**src/rtl/fifo_scoreboard_pkg.sv**
```systemverilog
// Shared types for the FIFO scoreboard: per-channel verdict state and occupancy sizing.
package fifo_scoreboard_pkg;

  typedef enum logic {
    ST_OK   = 1'b0,
    ST_FAIL = 1'b1
  } chan_state_e;

  // Occupancy needs one bit beyond the pointer width so full and empty differ.
  function automatic int occ_w(input int depth);
    return $clog2(depth) + 1;
  endfunction

endpackage

```
**src/rtl/fifo_scoreboard_chan.sv**
```systemverilog
// One scoreboard channel: reference queue of written data, compared against every read.
module fifo_scoreboard_chan
  import fifo_scoreboard_pkg::*;
#(
  parameter int WIDTH        = 8,
  parameter int MODEL_DEPTH  = 16,
  parameter int ALLOW_BYPASS = 0,
  parameter int COUNT_W      = 32
) (
  input  logic                         i_clk,
  input  logic                         i_rst,
  input  logic                         i_cg,
  input  logic                         i_clear,
  input  logic [WIDTH-1:0]             i_wdata,
  input  logic                         i_wvalid,
  input  logic                         i_wready,
  input  logic [WIDTH-1:0]             i_rdata,
  input  logic                         i_rvalid,
  input  logic                         i_rready,
  output logic                         o_mismatch,
  output logic                         o_underflow,
  output logic                         o_overflow,
  output logic                         o_err_d,
  output logic [COUNT_W-1:0]           o_nPushed,
  output logic [COUNT_W-1:0]           o_nPopped,
  output logic [$clog2(MODEL_DEPTH):0] o_nOutstanding,
  output logic [WIDTH-1:0]             o_expected,
  output logic [WIDTH-1:0]             o_observed
);

  localparam int AW = $clog2(MODEL_DEPTH);
  localparam int OW = occ_w(MODEL_DEPTH);

  logic [WIDTH-1:0]   mem_q [MODEL_DEPTH];
  logic [AW-1:0]      wptr_q, wptr_d, rptr_q, rptr_d;
  logic [OW-1:0]      occ_q, occ_d;
  logic [COUNT_W-1:0] npush_q, npush_d, npop_q, npop_d;
  logic [WIDTH-1:0]   exp_q, exp_d, obs_q, obs_d, cmp;
  logic               mm_q, mm_d, uf_q, uf_d, of_q, of_d;
  chan_state_e        state_q, state_d;
  logic push, pop, clr, empty, full, bypass, pop_head, store;
  logic ev_mm, ev_uf, ev_of;

  assign push     = i_cg & i_wvalid & i_wready;
  assign pop      = i_cg & i_rvalid & i_rready;
  assign clr      = i_cg & i_clear;
  assign empty    = (occ_q == '0);
  assign full     = (occ_q == OW'(MODEL_DEPTH));
  assign bypass   = (ALLOW_BYPASS != 0) && empty && push && pop;
  assign pop_head = pop && !empty;
  // A push into a full queue still fits when the head leaves in the same cycle.
  assign store    = push && !bypass && (!full || pop);
  assign ev_uf    = pop && empty && !bypass;
  assign ev_of    = push && full && !pop;
  assign cmp      = bypass ? i_wdata : mem_q[rptr_q];
  assign ev_mm    = (pop_head || bypass) && (i_rdata != cmp);

  always_comb begin
    wptr_d  = store    ? wptr_q + AW'(1) : wptr_q;
    rptr_d  = pop_head ? rptr_q + AW'(1) : rptr_q;
    occ_d   = occ_q + OW'(store) - OW'(pop_head);
    npush_d = (push && !ev_of && npush_q != '1) ? npush_q + COUNT_W'(1) : npush_q;
    npop_d  = (pop && npop_q != '1) ? npop_q + COUNT_W'(1) : npop_q;
    mm_d    = mm_q | ev_mm;
    uf_d    = uf_q | ev_uf;
    of_d    = of_q | ev_of;
    exp_d   = exp_q;
    obs_d   = obs_q;
    state_d = state_q;
    if (ev_mm || ev_uf || ev_of) state_d = ST_FAIL;
    // Only the first failure (and only if it is a data miscompare) is captured.
    if (ev_mm && state_q == ST_OK) begin
      exp_d = cmp;
      obs_d = i_rdata;
    end
    if (clr) begin
      wptr_d  = '0;
      rptr_d  = '0;
      occ_d   = '0;
      npush_d = '0;
      npop_d  = '0;
      mm_d    = 1'b0;
      uf_d    = 1'b0;
      of_d    = 1'b0;
      exp_d   = '0;
      obs_d   = '0;
      state_d = ST_OK;
    end
  end

  always_ff @(posedge i_clk or posedge i_rst) begin
    if (i_rst) begin
      wptr_q  <= '0;
      rptr_q  <= '0;
      occ_q   <= '0;
      npush_q <= '0;
      npop_q  <= '0;
      mm_q    <= 1'b0;
      uf_q    <= 1'b0;
      of_q    <= 1'b0;
      exp_q   <= '0;
      obs_q   <= '0;
      state_q <= ST_OK;
    end else begin
      wptr_q  <= wptr_d;
      rptr_q  <= rptr_d;
      occ_q   <= occ_d;
      npush_q <= npush_d;
      npop_q  <= npop_d;
      mm_q    <= mm_d;
      uf_q    <= uf_d;
      of_q    <= of_d;
      exp_q   <= exp_d;
      obs_q   <= obs_d;
      state_q <= state_d;
    end
  end

  always_ff @(posedge i_clk) begin
    if (store && !clr) mem_q[wptr_q] <= i_wdata;
  end

  assign o_mismatch     = mm_q;
  assign o_underflow    = uf_q;
  assign o_overflow     = of_q;
  assign o_err_d        = mm_d | uf_d | of_d;
  assign o_nPushed      = npush_q;
  assign o_nPopped      = npop_q;
  assign o_nOutstanding = occ_q;
  assign o_expected     = exp_q;
  assign o_observed     = obs_q;

endmodule

```
**src/rtl/fifo_scoreboard.sv**
```systemverilog
// Multi-channel FIFO scoreboard: NCHAN independent checkers plus a shared error summary.
module fifo_scoreboard
  import fifo_scoreboard_pkg::*;
#(
  parameter int WIDTH        = 8,
  parameter int MODEL_DEPTH  = 16,
  parameter int NCHAN        = 1,
  parameter int ALLOW_BYPASS = 0,
  parameter int COUNT_W      = 32
) (
  input  logic                                       i_clk,
  input  logic                                       i_rst,
  input  logic                                       i_cg,
  input  logic                                       i_clear,
  input  logic [NCHAN*WIDTH-1:0]                     i_wdata,
  input  logic [NCHAN-1:0]                           i_wvalid,
  input  logic [NCHAN-1:0]                           i_wready,
  input  logic [NCHAN*WIDTH-1:0]                     i_rdata,
  input  logic [NCHAN-1:0]                           i_rvalid,
  input  logic [NCHAN-1:0]                           i_rready,
  output logic [NCHAN-1:0]                           o_mismatch,
  output logic [NCHAN-1:0]                           o_underflow,
  output logic [NCHAN-1:0]                           o_overflow,
  output logic                                       o_error,
  output logic [NCHAN*COUNT_W-1:0]                   o_nPushed,
  output logic [NCHAN*COUNT_W-1:0]                   o_nPopped,
  output logic [NCHAN*($clog2(MODEL_DEPTH)+1)-1:0]   o_nOutstanding,
  output logic [NCHAN*WIDTH-1:0]                     o_expected,
  output logic [NCHAN*WIDTH-1:0]                     o_observed
);

  localparam int OW = occ_w(MODEL_DEPTH);

  logic [NCHAN-1:0] err_d;
  logic             error_q;

  for (genvar c = 0; c < NCHAN; c++) begin : g_chan
    fifo_scoreboard_chan #(
      .WIDTH(WIDTH), .MODEL_DEPTH(MODEL_DEPTH),
      .ALLOW_BYPASS(ALLOW_BYPASS), .COUNT_W(COUNT_W)
    ) u_chan (
      .i_clk          (i_clk),
      .i_rst          (i_rst),
      .i_cg           (i_cg),
      .i_clear        (i_clear),
      .i_wdata        (i_wdata[c*WIDTH +: WIDTH]),
      .i_wvalid       (i_wvalid[c]),
      .i_wready       (i_wready[c]),
      .i_rdata        (i_rdata[c*WIDTH +: WIDTH]),
      .i_rvalid       (i_rvalid[c]),
      .i_rready       (i_rready[c]),
      .o_mismatch     (o_mismatch[c]),
      .o_underflow    (o_underflow[c]),
      .o_overflow     (o_overflow[c]),
      .o_err_d        (err_d[c]),
      .o_nPushed      (o_nPushed[c*COUNT_W +: COUNT_W]),
      .o_nPopped      (o_nPopped[c*COUNT_W +: COUNT_W]),
      .o_nOutstanding (o_nOutstanding[c*OW +: OW]),
      .o_expected     (o_expected[c*WIDTH +: WIDTH]),
      .o_observed     (o_observed[c*WIDTH +: WIDTH])
    );
  end

  // Registered from the channels' next-state flags so o_error tracks the flags cycle for cycle.
  always_ff @(posedge i_clk or posedge i_rst) begin
    if (i_rst) error_q <= 1'b0;
    else       error_q <= |err_d;
  end

  assign o_error = error_q;

endmodule
```
**config.mk**
```make
export PLATFORM = sky130hd
export DESIGN_NAME = fifo_scoreboard
export DESIGN_NICKNAME = d
export VERILOG_FILES = /design/src/rtl/fifo_scoreboard_pkg.sv /design/src/rtl/fifo_scoreboard_chan.sv /design/src/rtl/fifo_scoreboard.sv
export SDC_FILE = /design/constraint.sdc
export NUM_CORES = 1
export LEC_CHECK = 0
export ABC_AREA = 1
export BUFFER_PORTS_ARGS = -buffer_cell sky130_fd_sc_hd__buf_2
export CAP_MARGIN = 20
export CORE_ASPECT_RATIO = 0.6
export CORE_MARGIN = 2
export CORE_UTILIZATION = 58
export CTS_CLUSTER_DIAMETER = 40
export DETAILED_ROUTE_END_ITERATION = 10
export MAX_ROUTING_LAYER = met4
export PLACE_DENSITY = 0.84
export SYNTH_ARGS = -nofsm -noshare
export SYNTH_HDL_FRONTEND = slang
export SYNTH_HIERARCHICAL = 1
export SYNTH_SLANG_ARGS = --single-unit
```
**constraint.sdc**
```tcl
create_clock -name i_clk -period 3.1 [get_ports i_clk]
set_input_delay 0.155 -clock i_clk [delete_from_list [all_inputs] [get_ports i_clk]]
set_output_delay 0.155 -clock i_clk [all_outputs]
set_load 0.1 [all_outputs]
```
==> results.py, run 1 <==
metrics = {
    "status": {
        "status": "finished clean",
    },
    "logic_synthesis": {
        "synth-edff-count": 128,
        "syn_avg_cell_area_um2": 9.00,
        "ys_ff_latch": 226,
        "synth.distinct_cells": 44,
        "syn_area_mm2": 0.0110,
        "synthCells": 1224,
        "synth_seq_area_share": 0.571,
        "async_reset_ff_frac": 0.434,
        "synth.net_count": 1262,
        "yosysWarnings": 6,
        "synth_flop_cell": "edfxtp_1",
    },
    "sta": {
        "max_freq_ghz": 0.360,
        "slew_viol_final": 0,
        "holdWs_ps": 11.2,
        "setup_tns_ps": 0,
        "setup_viol": 0,
        "tightest_slew_ps": 726,
        "fin_ws_ps": 326,
        "finalCriticalPeriod_ps": 2770,
        "grt_setup_unrepaired": "no",
        "period_share": 0.895,
        "clock_skew_ps": 20.3,
        "hold_viol": 0,
        "relSlewSlack": 0.516,
    },
    "cells_and_area": {
        "finish.utilization": 0.689,
        "syn_to_final_growth_pct": 14.8,
        "drive_gt1_frac": 0.158,
        "num-fill-cells": 1398,
        "fin_nets": 1389,
        "antenna_cells": 0,
        "final_area_mm2": 0.0126,
    },
    "placed_design": {
        "dp_slack_ps": 379,
        "place_congestion": 0.963,
        "placedInstanceArea_mm2": 0.0118,
        "dp_hpwl_um": 19200,
        "port_buffers": 112,
    },
    "critical_path": {
        "slowest_delay_ps": 420,
        "cp.required_ps": 3470,
        "critPathArrivalTime_ps": 3140,
        "crit_type": "flop to flop",
        "cpMaxStageDelayCell": "dfrtp_2",
        "critPathMaxFanout": 4,
        "rrSetupSlack_ps": 330,
        "cp_common_cell": "inv_1",
        "crit_path_end_kind": "flop",
        "start_kind": "flop",
        "path_cells": "inv_1 > ha_1 > nand2_1 > nor3_1 > nor2_1 > inv_1 > ha_1 > inv_1 > ha_1 > inv_1 > fa_1 > inv_1 > a21oi_1 > nor2_1 > nor2_1 > xor2_1 > nor2_1",
    },
    "clock_network": {
        "path_clk_slew_ps": 70,
        "post_cts_buffers": 0,
        "h-tree-depth": 1,
        "cts_tree": "done",
        "cts_made_buffers": 22,
        "clk_latency_ps": 520,
        "clockRootBuffer": "clkbuf_16",
        "cts_hold_buf": 3,
        "cts_buffer_depth": 3,
        "ctsResizeCount": 0,
        "cts_num_sinks": 226,
    },
    "detailed_routing": {
        "viasPerCell": 5.77,
        "wl_per_cell_um": 17.9,
        "drt_wl_total_um": 28800,
        "drt_pass1_iterations": 6,
        "antenna_left": 0,
        "vias": 9279,
        "drc_errors": 0,
        "dr.first_iter.drc_count": 1310,
    },
    "pwr": {
        "p_clk_frac": 0.341,
        "seqPwrFrac": 0.405,
        "netSwitchingFraction": 0.354,
        "power.share.combinational": 0.254,
        "ir_drop_uv": 474,
        "internal-power_mw": 5.48,
        "switching_power_mw": 3.01,
        "leakage_nw": 5.66,
        "power_density_mw_per_mm2": 672,
    },
    "die": {
        "rows": 38,
        "die_x_um": 182,
        "num_io_pins": 113,
        "start_util": 0.600,
        "fp.dieH_um": 111,
        "die-area_mm2": 0.0202,
        "core_mm2": 0.0184,
    },
    "global_route": {
        "grt_max_degree": 71,
        "grt.overflow.total": 0,
        "grt_pass1_vias": 8605,
        "grt_usage": 0.294,
        "grt_pass1_wl_um": 45900,
        "antenna_found_initial": 0,
    },
    "job": {
        "drv_cap": 0,
    },
    "min_path": {
        "hold_path.class": "input port to flop",
    },
}
[stage by stage]
stage,cells,total power [mW]
2_1_floorplan,1224,5.19
3_3_place_gp,1564,5.56
3_5_place_dp,1564,5.60
4_1_cts,1607,8.49
5_1_grt,1607,8.80
6_report,1607,8.49
[registers in the layout, summed over array words and instances, names as in the netlist]
name,count
g_chan.u_chan/mem_q,128
g_chan.u_chan/o_expected,8
g_chan.u_chan/o_mismatch,1
g_chan.u_chan/o_nOutstanding,5
g_chan.u_chan/o_nPopped,32
g_chan.u_chan/o_nPushed,32
g_chan.u_chan/o_observed,8
g_chan.u_chan/o_overflow,1
g_chan.u_chan/o_underflow,1
g_chan.u_chan/rptr_q,4
g_chan.u_chan/state_q,1
g_chan.u_chan/wptr_q,4
o_error,1
[layout make-up]
| cell class | instances | area, um^2 | area share |
|---|---|---|---|
| clock inverter | 14 | 161 | 0.0128 |
| clock buffer | 26 | 628 | 0.0497 |
| sequential | 226 | 6300 | 0.498 |
| tap | 240 | 300 | 0.0237 |
| timing repair buffer | 143 | 813 | 0.0643 |
| multi-input combinational | 811 | 3880 | 0.307 |
| inverter | 147 | 567 | 0.0448 |
[cell usage in the layout, fill, tap and decap left out, drive strengths merged]
cell type,instances
fa,1
inv,147
xor2,7
nand4,20
xnor2,2
bufinv,3
or2,2
a41oi,1
a31oi,2
ha,13
nor3,43
nand2,335
and3,1
o21ai,57
buf,140
edfxtp,128
clkinvlp,2
dlygate4sd3,3
o211ai,6
and2,1
nor4,11
a211oi,2
dfrtp,98
nand3,122
a21oi,53
o31ai,6
clkinv,9
a221oi,1
nor3b,4
clkbuf,26
nor2,112
o21a,9
[logic make-up (layout without fill, tap and decap cells)]
| family | after synthesis | in the layout | synth area share |
|---|---|---|---|
| fa+ha+maj | 14 | 14 | 0.0166 |
| flops | 226 | 226 | 0.571 |
| buf+inv | 187 | 330 | 0.0771 |
| simple gates | 651 | 651 | 0.260 |
| xor+xnor | 9 | 9 | 0.00715 |
| compound gates | 137 | 137 | 0.0683 |
[power by group through the flow]
| stage | combinational (mW) | clock (mW) | sequential, mW |
|---|---|---|---|
| after floorplan | 0.906 | 0 | 4.29 |
| after global placement | 2.07 | 0 | 3.49 |
| after detailed placement | 2.11 | 0 | 3.49 |
| after CTS | 2.13 | 2.92 | 3.44 |
| after global routing | 2.31 | 3.04 | 3.45 |
| final | 2.15 | 2.90 | 3.44 |
[layer usage]
layer / wire (um) / track usage
met1: 12700 / 0.452
met2: 12200 / 0.416
met3: 3310 / 0.0476
met4: 519 / 0.0570
met5: 0 / -
[path summary, 6_finish.rpt]
kind / from / endpoint / depth (start not counted)
max: g_chan[0].u_chan/o_nOutstanding[3] / g_chan[0].u_chan/o_nOutstanding[4] / 17
min: i_rdata[4] / g_chan[0].u_chan/o_observed[4] / 5
max reg2reg: g_chan[0].u_chan/o_nOutstanding[3] / g_chan[0].u_chan/o_nOutstanding[4] / 17
min reg2reg: g_chan[0].u_chan/o_observed[7] / g_chan[0].u_chan/o_observed[7] / 2
max in group asynchronous: i_rst / g_chan[0].u_chan/o_nPushed[24] / 4
min in group asynchronous: i_rst / o_error / 3
[worst max-delay path: cells and delay by family (launching register included)]
kind                     cells  cell delay [ps]
AND/OR/NAND/NOR              6              670
flip-flops                   1              420
XOR/XNOR                     1              130
adder cells (fa/ha/maj)      4              910
AO/OA/AOI/OAI                1               70
buffers and inverters        5              450
[cell usage after synthesis, types with 4 or more instances]
master | n | area share
buf_2 | 9 | 0.0041
dfrtp_1 | 98 | 0.22
o31ai_1 | 6 | 0.0041
nand3_2 | 7 | 0.0064
inv_1 | 138 | 0.047
nand4_1 | 20 | 0.011
nor4_1 | 11 | 0.0062
nand3_1 | 114 | 0.052
o21ai_1 | 16 | 0.0073
nor3b_1 | 4 | 0.0027
ha_1 | 13 | 0.015
nor2_1 | 109 | 0.037
xor2_1 | 7 | 0.0056
nand2_1 | 324 | 0.11
buf_4 | 6 | 0.0041
inv_2 | 5 | 0.0017
o21a_1 | 9 | 0.0061
buf_6 | 12 | 0.012
o211ai_1 | 6 | 0.0041
nand2_2 | 10 | 0.0057
nor3_1 | 41 | 0.019
o21ai_0 | 41 | 0.019
clkbuf_1 | 11 | 0.0037
a21oi_1 | 53 | 0.024
edfxtp_1 | 128 | 0.35
Note: power is estimated with default switching activity, not from simulation.
==> run 2: changes to the inputs <==
==> constraint.sdc (replaced) <==
create_clock -name i_clk -period 3.2 [get_ports i_clk]
set_input_delay 0.16 -clock i_clk [delete_from_list [all_inputs] [get_ports i_clk]]
set_output_delay 0.16 -clock i_clk [all_outputs]
set_load 0.1 [all_outputs]
==> run 2 against run 1 <==
Non-clock buffer count rose by 2; register-to-register slack improved by 110 ps; sequential share of layout area rose by 0.15 points; critical path type unchanged.
==> results.py, run 2 (synthesis results as in run 1) <==
metrics = {
    "status": {
        "status": "finished clean",
    },
    "min_path": {
        "hold_end": "g_chan[0].u_chan/o_observed[7]",
        "worstHoldPathCells": 5,
        "hold_path.class": "input port to flop",
        "hp-start": "i_rdata[7]",
    },
    "global_route": {
        "grt_pass1_vias": 8748,
        "antenna_found_initial": 0,
        "grt.overflow.total": 0,
        "grt_pass1_wl_um": 45700,
        "grt_max_degree": 73,
        "grt_usage": 0.294,
    },
    "sta": {
        "clock_skew_ps": 15.0,
        "setup_tns_ps": 0,
        "max_freq_ghz": 0.362,
        "hold_viol": 0,
        "finalCriticalPeriod_ps": 2760,
        "relSlewSlack": 0.514,
        "period_share": 0.864,
        "tightest_slew_ps": 729,
        "setup_viol": 0,
        "grt_setup_unrepaired": "no",
        "slew_viol_final": 0,
    },
    "die": {
        "core_mm2": 0.0184,
        "die-area_mm2": 0.0202,
        "fp.dieH_um": 111,
        "num_io_pins": 113,
        "die_x_um": 182,
        "start_util": 0.600,
        "rows": 38,
    },
    "pwr": {
        "ir_drop_uv": 550,
        "leakage_nw": 5.65,
        "power_density_mw_per_mm2": 637,
    },
    "critical_path": {
        "critPathMaxFanout": 4,
        "crit_path_end_kind": "flop",
        "critPathArrivalTime_ps": 3140,
        "start_kind": "flop",
        "crit_type": "flop to flop",
        "regToRegEndpoint": "g_chan[0].u_chan/o_nOutstanding[4]",
        "r2r.worst_path.cells": 17,
        "rrSetupSlack_ps": 440,
        "rr_startpoint": "g_chan[0].u_chan/o_nOutstanding[2]",
        "cp.required_ps": 3580,
    },
    "clock_network": {
        "cts_buffer_depth": 3,
        "cts_hold_buf": 6,
        "path_clk_slew_ps": 70,
        "clk_latency_ps": 530,
        "ctsResizeCount": 0,
        "cts_made_buffers": 23,
        "clockRootBuffer": "clkbuf_16",
        "h-tree-depth": 1,
        "cts_num_sinks": 226,
        "cts_tree": "done",
        "post_cts_buffers": 0,
    },
    "cells_and_area": {
        "syn_to_final_growth_pct": 14.4,
        "finish.utilization": 0.687,
        "final_common_cell": "nand2_1",
        "largest_register": "g_chan.u_chan/mem_q",
        "drive_gt1_frac": 0.157,
        "largest_reg_flops": 128,
        "antenna_cells": 0,
        "num-fill-cells": 1418,
        "fin_nets": 1392,
        "layout_common_cells": "323 x nand2_1, 136 x inv_1, 128 x edfxtp_1",
    },
    "job": {
        "drv_cap": 0,
    },
    "detailed_routing": {
        "viasPerCell": 5.74,
        "antenna_left": 0,
        "drc_errors": 0,
        "dr.first_iter.drc_count": 1253,
        "vias": 9242,
        "drt_wl_total_um": 28600,
        "wl_per_cell_um": 17.8,
        "drt_pass1_iterations": 6,
    },
    "placed_design": {
        "place_congestion": 0.953,
        "port_buffers": 112,
        "dp_hpwl_um": 19400,
    },
}
==> run 2: worst max-delay path: stages (launching register included) <==
cell,delay [ps]
dfrtp_1,400
inv_1,100
ha_1,210
nand2_1,70
nor3_1,50
nor2_1,240
inv_1,130
ha_1,290
inv_1,60
ha_1,130
inv_1,60
fa_1,350
inv_1,100
a21oi_1,70
nor2_1,80
nor2_1,60
xor2_1,160
nor2_1,60
==> run 2: final cells by class <==
cell class / instances / area, um^2 / share of cell area
Timing Repair Buffer: 145 / 836 / 0.0663
Sequential cell: 226 / 6300 / 0.500
Tap cell: 240 / 300 / 0.0238
Clock buffer: 29 / 611 / 0.0484
Clock inverter: 13 / 116 / 0.00923
Multi-Input combinational cell: 811 / 3880 / 0.308
Inverter: 147 / 567 / 0.0450
==> run 2: worst max path at each step <==
stage,from,end,slack [ps],depth (start not counted)
after global routing,g_chan[0].u_chan/o_nOutstanding[2],g_chan[0].u_chan/o_nOutstanding[4],190,17
after global placement,g_chan[0].u_chan/o_nOutstanding[3],g_chan[0].u_chan/o_nOutstanding[4],620,17
after floorplan,g_chan[0].u_chan/o_nOutstanding[2],g_chan[0].u_chan/o_nOutstanding[4],80,17
final,g_chan[0].u_chan/o_nOutstanding[2],g_chan[0].u_chan/o_nOutstanding[4],440,17
after detailed placement,g_chan[0].u_chan/o_nOutstanding[2],g_chan[0].u_chan/o_nOutstanding[4],540,17
after CTS,g_chan[0].u_chan/o_nOutstanding[2],g_chan[0].u_chan/o_nOutstanding[4],480,17
==> run 2: per-layer routing <==
| layer | global-route usage | wire [um] |
|---|---|---|
| met1 | 0.435 | 13000 |
| met2 | 0.410 | 11900 |
| met3 | 0.0673 | 2980 |
| met4 | 0.0823 | 760 |
| met5 | - | 0 |
==> run 2: where the power goes <==
part	leakage, nW	internal, mW	switching, mW
registers	2.48	3.22	0.115
logic	2.81	0.432	1.64
clock network	0.359	1.46	1.17
total	5.65	5.10	2.93
==> run 2: metrics by stage <==
step	power [mW]	cell area, um^2	setup slack, ps	instances	hold slack (ps)
2_1_floorplan	5.03	11000	76.6	1224	-111
3_3_place_gp	5.37	11800	623	1563	24.2
3_5_place_dp	5.42	11800	543	1563	28.6
4_1_cts	8.03	12600	484	1611	0.802
5_1_grt	8.33	12600	186	1611	32.1
6_report	8.03	12600	436	1611	10.2
